--- config.mk ---
export PLATFORM = sky130hd
export DESIGN_NAME = ifetch_queue
export DESIGN_NICKNAME = d
export VERILOG_FILES = /design/src/rtl/ifetch_queue.sv
export SDC_FILE = /design/constraint.sdc
export NUM_CORES = 1
export LEC_CHECK = 0
export BUFFER_PORTS_ARGS = -buffer_cell sky130_fd_sc_hd__buf_2
export CAP_MARGIN = 25
export CORE_ASPECT_RATIO = 1.4
export CORE_MARGIN = 10
export CORE_UTILIZATION = 35
export CTS_BUF_LIST = sky130_fd_sc_hd__clkbuf_2
export CTS_CLUSTER_DIAMETER = 80
export DETAILED_ROUTE_END_ITERATION = 8
export GPL_TIMING_DRIVEN = 0
export HOLD_SLACK_MARGIN = 0.02
export PLACE_DENSITY_LB_ADDON = 0.15
export SLEW_MARGIN = 20
export SYNTH_ARGS = -nofsm -noshare
export SYNTH_HDL_FRONTEND = slang
export SYNTH_SLANG_ARGS = --single-unit
--- constraint.sdc ---
create_clock -name clk -period 5.4 [get_ports clk]
set_input_delay 0.54 -clock clk [delete_from_list [all_inputs] [get_ports clk]]
set_output_delay 0.54 -clock clk [all_outputs]
set_load 0.02 [all_outputs]
--- src/rtl/ifetch_queue.sv ---
// ifetch_queue
// ------------------------------------------------------------------------
// Instruction fetch queue in front of the dispatcher. Owns the program
// counter, issues reads to a synchronous instruction memory (data returns
// one cycle after the read strobe), and buffers each returned instruction
// together with its PC+4 in a first-word-fall-through FIFO. A jump/branch
// redirect from the dispatcher flushes everything buffered or in flight and
// restarts fetching at the target address.
//
// Parameters
//   DEPTH     queue entries (power of two, >= 2)
//   RESET_PC  program counter value after reset
//
// Ports
//   clk                       clock, rising edge
//   rst                       asynchronous active-high reset
//   imem_addr         [31:0]  fetch byte address (current PC)
//   imem_ren                  fetch issue strobe
//   imem_rdata        [31:0]  instruction word, valid the cycle after issue
//   dispatch_ren              pop the head entry (ignored when empty)
//   dispatch_jump_branch      redirect request
//   dispatch_jmp_branch_addr  [31:0] redirect target
//   ifetch_instruction [31:0] head instruction, 0 when empty
//   ifetch_pc_plus_four [31:0] head PC+4, 0 when empty
//   ifetch_empty_flag         no valid head
//
// Build option
//   IFQ_BYPASS_EN  when defined, a response arriving into an empty queue is
//                  presented at the head in the same cycle it returns from
//                  memory, and is not written if it is popped right away.
// ------------------------------------------------------------------------
module ifetch_queue #(
    parameter int          DEPTH    = 4,
    parameter logic [31:0] RESET_PC = 32'h0000_0000
) (
    input  logic        clk,
    input  logic        rst,
    output logic [31:0] imem_addr,
    output logic        imem_ren,
    input  logic [31:0] imem_rdata,
    input  logic        dispatch_ren,
    input  logic        dispatch_jump_branch,
    input  logic [31:0] dispatch_jmp_branch_addr,
    output logic [31:0] ifetch_instruction,
    output logic [31:0] ifetch_pc_plus_four,
    output logic        ifetch_empty_flag
);

    localparam int AW = $clog2(DEPTH);
    localparam int PW = AW + 1;

    logic [31:0]   pc;
    logic [31:0]   inflight_pc;
    logic          inflight;
    logic [PW-1:0] rd_ptr;
    logic [PW-1:0] wr_ptr;
    logic [PW-1:0] count;

    logic [31:0]   instr_mem [DEPTH];
    logic [31:0]   pc4_mem   [DEPTH];

    logic          redirect;
    logic          fifo_empty;
    logic          bypass_valid;
    logic          pop;
    logic          wr_en;
    logic [PW:0]   occupancy;
    logic [31:0]   inflight_pc4;

    assign redirect     = dispatch_jump_branch;
    assign count        = wr_ptr - rd_ptr;
    assign fifo_empty   = (count == '0);
    assign inflight_pc4 = inflight_pc + 32'd4;

`ifdef IFQ_BYPASS_EN
    assign bypass_valid = fifo_empty && inflight;
`else
    assign bypass_valid = 1'b0;
`endif

    assign ifetch_empty_flag = fifo_empty && !bypass_valid;
    assign pop               = dispatch_ren && !ifetch_empty_flag;

    // A bypassed response that is popped in the same cycle never needs a slot.
    assign wr_en = inflight && !redirect && !(bypass_valid && pop);

    // Entries that will exist after this edge if no new fetch is issued.
    // Never negative: a pop needs either a stored entry or the bypassed
    // in-flight response.
    assign occupancy = (PW+1)'(count) + (PW+1)'(inflight) - (PW+1)'(pop);

    assign imem_ren  = !redirect && (occupancy < (PW+1)'(DEPTH));
    assign imem_addr = pc;

    always_comb begin
        ifetch_instruction  = 32'h0;
        ifetch_pc_plus_four = 32'h0;
        if (!fifo_empty) begin
            ifetch_instruction  = instr_mem[rd_ptr[AW-1:0]];
            ifetch_pc_plus_four = pc4_mem[rd_ptr[AW-1:0]];
        end else if (bypass_valid) begin
            ifetch_instruction  = imem_rdata;
            ifetch_pc_plus_four = inflight_pc4;
        end
    end

    always_ff @(posedge clk or posedge rst) begin
        if (rst) begin
            pc          <= RESET_PC;
            inflight_pc <= 32'h0;
            inflight    <= 1'b0;
            rd_ptr      <= '0;
            wr_ptr      <= '0;
        end else if (redirect) begin
            // Flush: anything returning next cycle belongs to the old stream.
            pc       <= dispatch_jmp_branch_addr;
            inflight <= 1'b0;
            rd_ptr   <= wr_ptr;
        end else begin
            if (imem_ren) begin
                inflight_pc <= pc;
                pc          <= pc + 32'd4;
                inflight    <= 1'b1;
            end else begin
                inflight <= 1'b0;
            end
            if (wr_en) begin
                wr_ptr <= wr_ptr + 1'b1;
            end
            if (pop && !fifo_empty) begin
                rd_ptr <= rd_ptr + 1'b1;
            end
        end
    end

    // Storage needs no reset: entries are only read between the pointers.
    always_ff @(posedge clk) begin
        if (wr_en) begin
            instr_mem[wr_ptr[AW-1:0]] <= imem_rdata;
            pc4_mem[wr_ptr[AW-1:0]]   <= inflight_pc4;
        end
    end

endmodule
==> results_dict.tcl, run 1 <==
set metrics [dict create \
    rsz_0062_raised_after_global_routing "no" \
    first_global_vias 9470 \
    crit_path_max_fanout 10 \
    synth_enable_flop_cells 256 \
    outcome "finished, final reports clean" \
    reg2regPathDepth 20 \
    nNetsFinal 1250 \
    clkSinkCount 327 \
    top_layer "met4" \
    met1_length_um 14100 \
    final-max-slew-violation-count 0 \
    async_flop_share 0.217 \
    grt_max_degree 52 \
    die_height_um 256 \
    cts_max_path_buffers 3 \
    routed_via_density 4.85 \
    first_pass_iteration_count_of_the_detailed_router 4 \
    fin_skew_ns 0.0511 \
    area_growth_syn_to_layout_pct 22.3 \
    cts_tree "yes" \
    wl_met2_um 17500 \
    setup-tns-final_ns 0 \
    vdd_drop_max_mv 0.397 \
    finish.utilization 0.432 \
    clockRootBuffer "sky130_fd_sc_hd__clkbuf_2" \
    critical_path_class "flop to primary output" \
    cap_viol_max_count 0 \
    synthesis.area_um2 13900 \
    grt_first_pass_wirelength_um 54100 \
    initial_antenna_violation_count 2 \
    top_level_ports 166 \
    grt_usage 0.144 \
    finalCritPeriodShare 0.925 \
    globalplace.congestion 0.822 \
    final_layout_size_suffix_gt1_frac 0.350 \
    synth_top_flop_cell "sky130_fd_sc_hd__edfxtp_1" \
    placement.io_buffers 165 \
    mostFrequentLayoutCell "sky130_fd_sc_hd__edfxtp_1" \
    clkTransAtPathRegs_ns 0.11 \
    yosys_register_bits 327 \
    vias 8527 \
    initialDrtViolationCount 325 \
    synth_top_cell_area_share 0.554 \
    clock_insertion_delay_worst_skew_ns 0.91 \
    syn-mean-instance-area_um2 16.6 \
    synth_nets 917 \
    cts.htree.levels 3 \
    max-slew-margin-rel 0.378 \
    wire_per_inst_um 19.4 \
    timing_worst_slew_pin_value_ns 0.926 \
    multi_input_comb_area_um2 4210 \
    report.final.hold_viol_count 0 \
    hold_ws_ns 0.166 \
    floorplan.die.width_um 188 \
    cts_inserted_buffers 82 \
    total_of_warnings_raised_by_yosys 0 \
    timing.hold.worst.class "primary input to async pin" \
    antenna_left 0 \
    ys_seq_area_frac 0.682 \
    p_leak_nw 6.19 \
    hpwlAfterDp_um 22500 \
    setup_viol 0 \
    powerDensity_nw_per_um2 579 \
    syn_inst 837 \
    filler_cell_count 3629 \
    overflow_left_after_global_routing 0 \
    wire_length_after_detailed_routing_um 34100 \
    design.die.area_um2 48100 \
    worstPathArrival_ns 4.45 \
    synth_top_cells_by_area "sky130_fd_sc_hd__edfxtp_1 55%, sky130_fd_sc_hd__dfrtp_1 13%, sky130_fd_sc_hd__mux4_2 10%, sky130_fd_sc_hd__and2_1 3.2%, sky130_fd_sc_hd__mux2_2 2.7%" \
    final_cell_mix "256 x sky130_fd_sc_hd__edfxtp_1, 171 x sky130_fd_sc_hd__buf_2, 118 x sky130_fd_sc_hd__clkbuf_2" \
    met3WireLength_um 1790 \
    drcViolationCount 0 \
    yosysUniqueCellTypes 55 \
    critical_path.startpoint_type "flop" \
    synth_largest_area_cell "sky130_fd_sc_hd__edfxtp_1" \
    finalPower_mw 9.83 \
    core_region_area_um2 39300 \
    critical_path.endpoint_type "primary output" \
    fmaxAchievable_mhz 200 \
    ff_latch_area_um2 9460 \
    row_count 86 \
    layout_min_cycle_time_ns 4.99 \
    start_util 0.353 \
    data_required_critical_path_ns 4.86 \
]
[what timing repair did]
action / CTS / global route
pin swaps: 2 / 0
hold buffers: 70 / 0
endpoints found under the hold margin: 234 / 0
setup buffers: 6 / 4
endpoints found under the setup margin: 1 / 1
gates resized for setup: 7 / 0
[kinds of logic (layout without fill, tap and decap cells)]
family	after synthesis	in the layout	share of synthesized area
AOI/OAI and AO/OA	67	67	0.0332
xor gates and xnor gates	38	38	0.0250
other	0	2	0
DFF	327	327	0.682
adders and majority gates	12	12	0.0114
and+or+nand+nor	238	238	0.0993
buffers and inverters	55	445	0.0164
muxes	100	100	0.133
[worst max-delay path, stage by stage (launching register included)]
cell and delay [ns]:
sky130_fd_sc_hd__dfrtp_1 0.37, sky130_fd_sc_hd__inv_1 0.10, sky130_fd_sc_hd__ha_1 0.20, sky130_fd_sc_hd__fa_1 0.37, sky130_fd_sc_hd__xnor3_1 0.25, sky130_fd_sc_hd__buf_6 0.12, sky130_fd_sc_hd__nand3_2 0.11, sky130_fd_sc_hd__and2_1 0.24
sky130_fd_sc_hd__ha_1 0.20, sky130_fd_sc_hd__inv_1 0.05, sky130_fd_sc_hd__ha_1 0.21, sky130_fd_sc_hd__and3b_1 0.16, sky130_fd_sc_hd__buf_2 0.19, sky130_fd_sc_hd__or2_2 0.30, sky130_fd_sc_hd__o31a_1 0.28, sky130_fd_sc_hd__nor2_4 0.16
sky130_fd_sc_hd__buf_8 0.12, sky130_fd_sc_hd__buf_4 0.13
[area by class of cell]
type                       instances  area share
buffer                            41      0.0111
sequential                       327       0.558
timing repair buffer             250       0.101
clock inverter                    23     0.00553
tap                              528      0.0389
multi-input combinational        455       0.248
inverter                          13     0.00302
antenna                            2    0.000295
clock buffer                     118      0.0348
[routing by layer]
layer	global-route usage	vias up
li1	-	3990
met1	0.170	4255
met2	0.246	230
met3	0.0357	52
met4	0.0559	0
met5	0	-
[cell usage after synthesis, drive strengths merged, types with 2 or more instances]
cell type,number
mux2i,3
o2111a,3
ha,11
clkbuf,30
mux4,64
xnor2,17
dfrtp,71
o31a,2
and3,6
or4b,2
a31oi,20
buf,12
nor2,31
and4,2
o21ai,17
a22oi,3
o31ai,12
o41ai,3
nor3,9
o211ai,3
nor4,7
mux2,33
o311ai,2
nor2b,3
or3,9
edfxtp,256
inv,13
and2,72
xor2,20
nand4,12
or4,15
nor4b,2
nand3,24
nand2,36
nand3b,2
[sequential cells by signal, summed over array words and instances, names as in the netlist]
name         cells
rd_ptr           3
instr_mem      128
inflight_pc     32
wr_ptr           3
imem_addr       32
pc4_mem        128
inflight         1
[where the power goes]
| part | internal [mW] | switching (mW) |
|---|---|---|
| combinational | 2.08 | 2.77 |
| clock | 0.583 | 0.964 |
| sequential | 3.16 | 0.264 |
| total | 5.82 | 4.00 |
[through the flow]
step	area (um2)	worst slack (ns)	std cells
after floorplan	13900	1.19	837
after global placement	15400	0.470	1530
after detailed placement	15500	0.429	1535
after CTS	16900	0.0528	1752
after global routing	17000	0.0440	1757
final	17000	0.407	1757
[final timing paths]
kind,from,end,slack (ns)
worst max-delay path,wr_ptr[0],imem_ren,0.41
worst max register to register,wr_ptr[0],imem_addr[30],0.77
max in group asynchronous,rst,inflight_pc[18],4.62
min in group clk,imem_rdata[3],instr_mem[2][3],0.39
worst min-delay path,rst,imem_addr[15],0.17
worst min register to register,wr_ptr[2],wr_ptr[2],0.51
(Power assumes the default switching activity.)
==> run 2, diff against run 1 <==
==> constraint.sdc (replaced) <==
create_clock -name clk -period 4.69 [get_ports clk]
set_input_delay 0.2345 -clock clk [delete_from_list [all_inputs] [get_ports clk]]
set_output_delay 0.2345 -clock clk [all_outputs]
set_load 0.02 [all_outputs]
==> run 2 against run 1 <==
Compared with the run above: clock-buffer cell count did not move; die area did not move; first-iteration DRC count increased by 12%; hold slack gained 0.035 ns; largest power group unchanged; highest routed layer unchanged.
==> results_dict.tcl, run 2 (synthesis results as in run 1) <==
set metrics [dict create \
    report.final.hold_viol_count 0 \
    drcViolationCount 0 \
    timing.hold.worst.class "primary input to flop" \
    final-max-slew-violation-count 0 \
    overflow_left_after_global_routing 0 \
    min_to "imem_addr[17]" \
    vdd_drop_max_mv 0.432 \
    crit-reg2reg-launch "rd_ptr[0]" \
    critical_path.most_common_cell "sky130_fd_sc_hd__ha_1" \
    final_area_um2 17900 \
    cts_inserted_buffers 82 \
    routed_via_density 4.84 \
    post_route_insts_no_fill 1845 \
    fin_skew_ns 0.0525 \
    cells_along_the_critical_path "ha_1, fa_2, xnor3_1, buf_6, nand3_4, and2_4, ha_1, inv_1, ha_1, and3b_2, or2_2, o31a_1, buf_4, buf_6, buf_2, o41ai_2, nand3_1, dlygate4sd3_1" \
    reg2regPathDepth 18 \
    initialDrtViolationCount 363 \
    clock_insertion_delay_worst_skew_ns 0.90 \
    worstPathArrival_ns 5.18 \
    placement.io_buffers 165 \
    cts_max_path_buffers 3 \
    critical_path.startpoint_type "flop" \
    design.die.area_um2 48100 \
    fmaxAchievable_mhz 227 \
    setup_viol 0 \
    powerDensity_nw_per_um2 636 \
    core_region_area_um2 39300 \
    finalPower_mw 11.4 \
    clkTransAtPathRegs_ns 0.13 \
    hold-path-cell-count 4 \
    critical_path.startpoint "rd_ptr[0]" \
    initial_antenna_violation_count 2 \
    dpl-instance-area_um2 15500 \
    timing.critical_path.slowest_cell_delay_ns 0.56 \
    timing_worst_slew_pin_value_ns 0.953 \
    area_growth_syn_to_layout_pct 28.9 \
    wire_length_after_detailed_routing_um 34700 \
    vias 8929 \
    clkSinkCount 327 \
    hold_ws_ns 0.201 \
    top_level_ports 166 \
    min-delay-start "dispatch_jmp_branch_addr[17]" \
    r2r_end "imem_addr[31]" \
    cap_viol_max_count 0 \
    die_height_um 256 \
    data_required_critical_path_ns 5.46 \
    final_layout_size_suffix_gt1_frac 0.329 \
    hpwlAfterDp_um 22500 \
    cp_num_cells 18 \
    nNetsFinal 1338 \
    critical_path.n_buffers_inverters 6 \
    r2r_slack_ns 0.28 \
    first_global_vias 9841 \
    cts.htree.levels 3 \
    grt_max_degree 52 \
    antenna_left 0 \
    wire_per_inst_um 18.8 \
    crit_path_max_fanout 10 \
    mostFrequentLayoutCell "sky130_fd_sc_hd__edfxtp_1" \
    grt_usage 0.147 \
    critical_path_class "flop to flop" \
    final_cell_mix "256 x sky130_fd_sc_hd__edfxtp_1, 170 x sky130_fd_sc_hd__buf_2, 160 x sky130_fd_sc_hd__dlygate4sd3_1" \
    start_util 0.353 \
    p_leak_nw 6.59 \
    placedCellCount 1535 \
    row_count 86 \
    grt_first_pass_wirelength_um 55600 \
    cts_tree "yes" \
    layout_min_cycle_time_ns 4.41 \
    floorplan.die.width_um 188 \
    crit_slowest_cell "sky130_fd_sc_hd__dlygate4sd3_1" \
    clockRootBuffer "sky130_fd_sc_hd__clkbuf_2" \
    critical_path.endpoint_type "flop" \
    first_pass_iteration_count_of_the_detailed_router 5 \
    outcome "finished, final reports clean" \
    rsz_0062_raised_after_global_routing "no" \
    finalCritPeriodShare 0.940 \
    max-slew-margin-rel 0.360 \
    globalplace.congestion 0.822 \
    critical-path-top-delay-family "buffers and inverters" \
]
[run 2: how the worst max path moves through the flow]
stage	end	slack (ns)
after floorplan	inflight_pc[15]	0.53
after global placement	inflight_pc[24]	0.04
after detailed placement	inflight_pc[25]	-0.03
after CTS	imem_ren	0.02
after global routing	imem_ren	0.03
final	imem_addr[31]	0.28
[run 2: metal layers]
metal | up-vias | global-route usage | share of wire | routed length (um)
met4 | 0 | 0.0604 | 0.023 | 786
met2 | 238 | 0.252 | 0.51 | 17900
met1 | 4462 | 0.172 | 0.41 | 14400
met5 | - | 0 | 0 | 0
li1 | 4172 | - | - | -
met3 | 57 | 0.0353 | 0.050 | 1740
[run 2: cell type report]
cell class                 instances  area, um2
clock buffer                     118        591
tap                              528        661
timing repair buffer             340       2610
sequential                       327       9460
fill                            3576      21400
multi-input combinational        455       4230
clock inverter                    23       93.8
inverter                          13       51.3
antenna                            2       5.00
buffer                            39        180
[run 2: where the power goes]
group          switching, mW  leakage [nW]  total [mW]  internal, mW
logic                   3.21          2.91        5.64          2.44
clock network           1.11         0.546        1.78         0.671
registers              0.305          3.13        3.95          3.64
[run 2: worst min-delay path, delay by kind of cell]
kind | cells | cell delay, ns
buf+inv | 2 | 0.62
compound gates | 1 | 0.11
simple gates | 1 | 0.09
[run 2: stage by stage]
step,util,TNS (ns),setup WS [ns]
floorplan,-,0,0.530
global placement,0.391,0,0.0385
detailed placement,0.394,-0.219,-0.0306
CTS,0.455,0,0.0203
global route,0.456,0,0.0291
finish,0.456,0,0.281
[run 2: timing repair]
action	CTS	global route
setup buffers	8	2
resized for setup	10	5
endpoints found under the hold margin	249	0
setup endpoints to repair	44	13
hold buffers	160	0
pin swaps	2	3
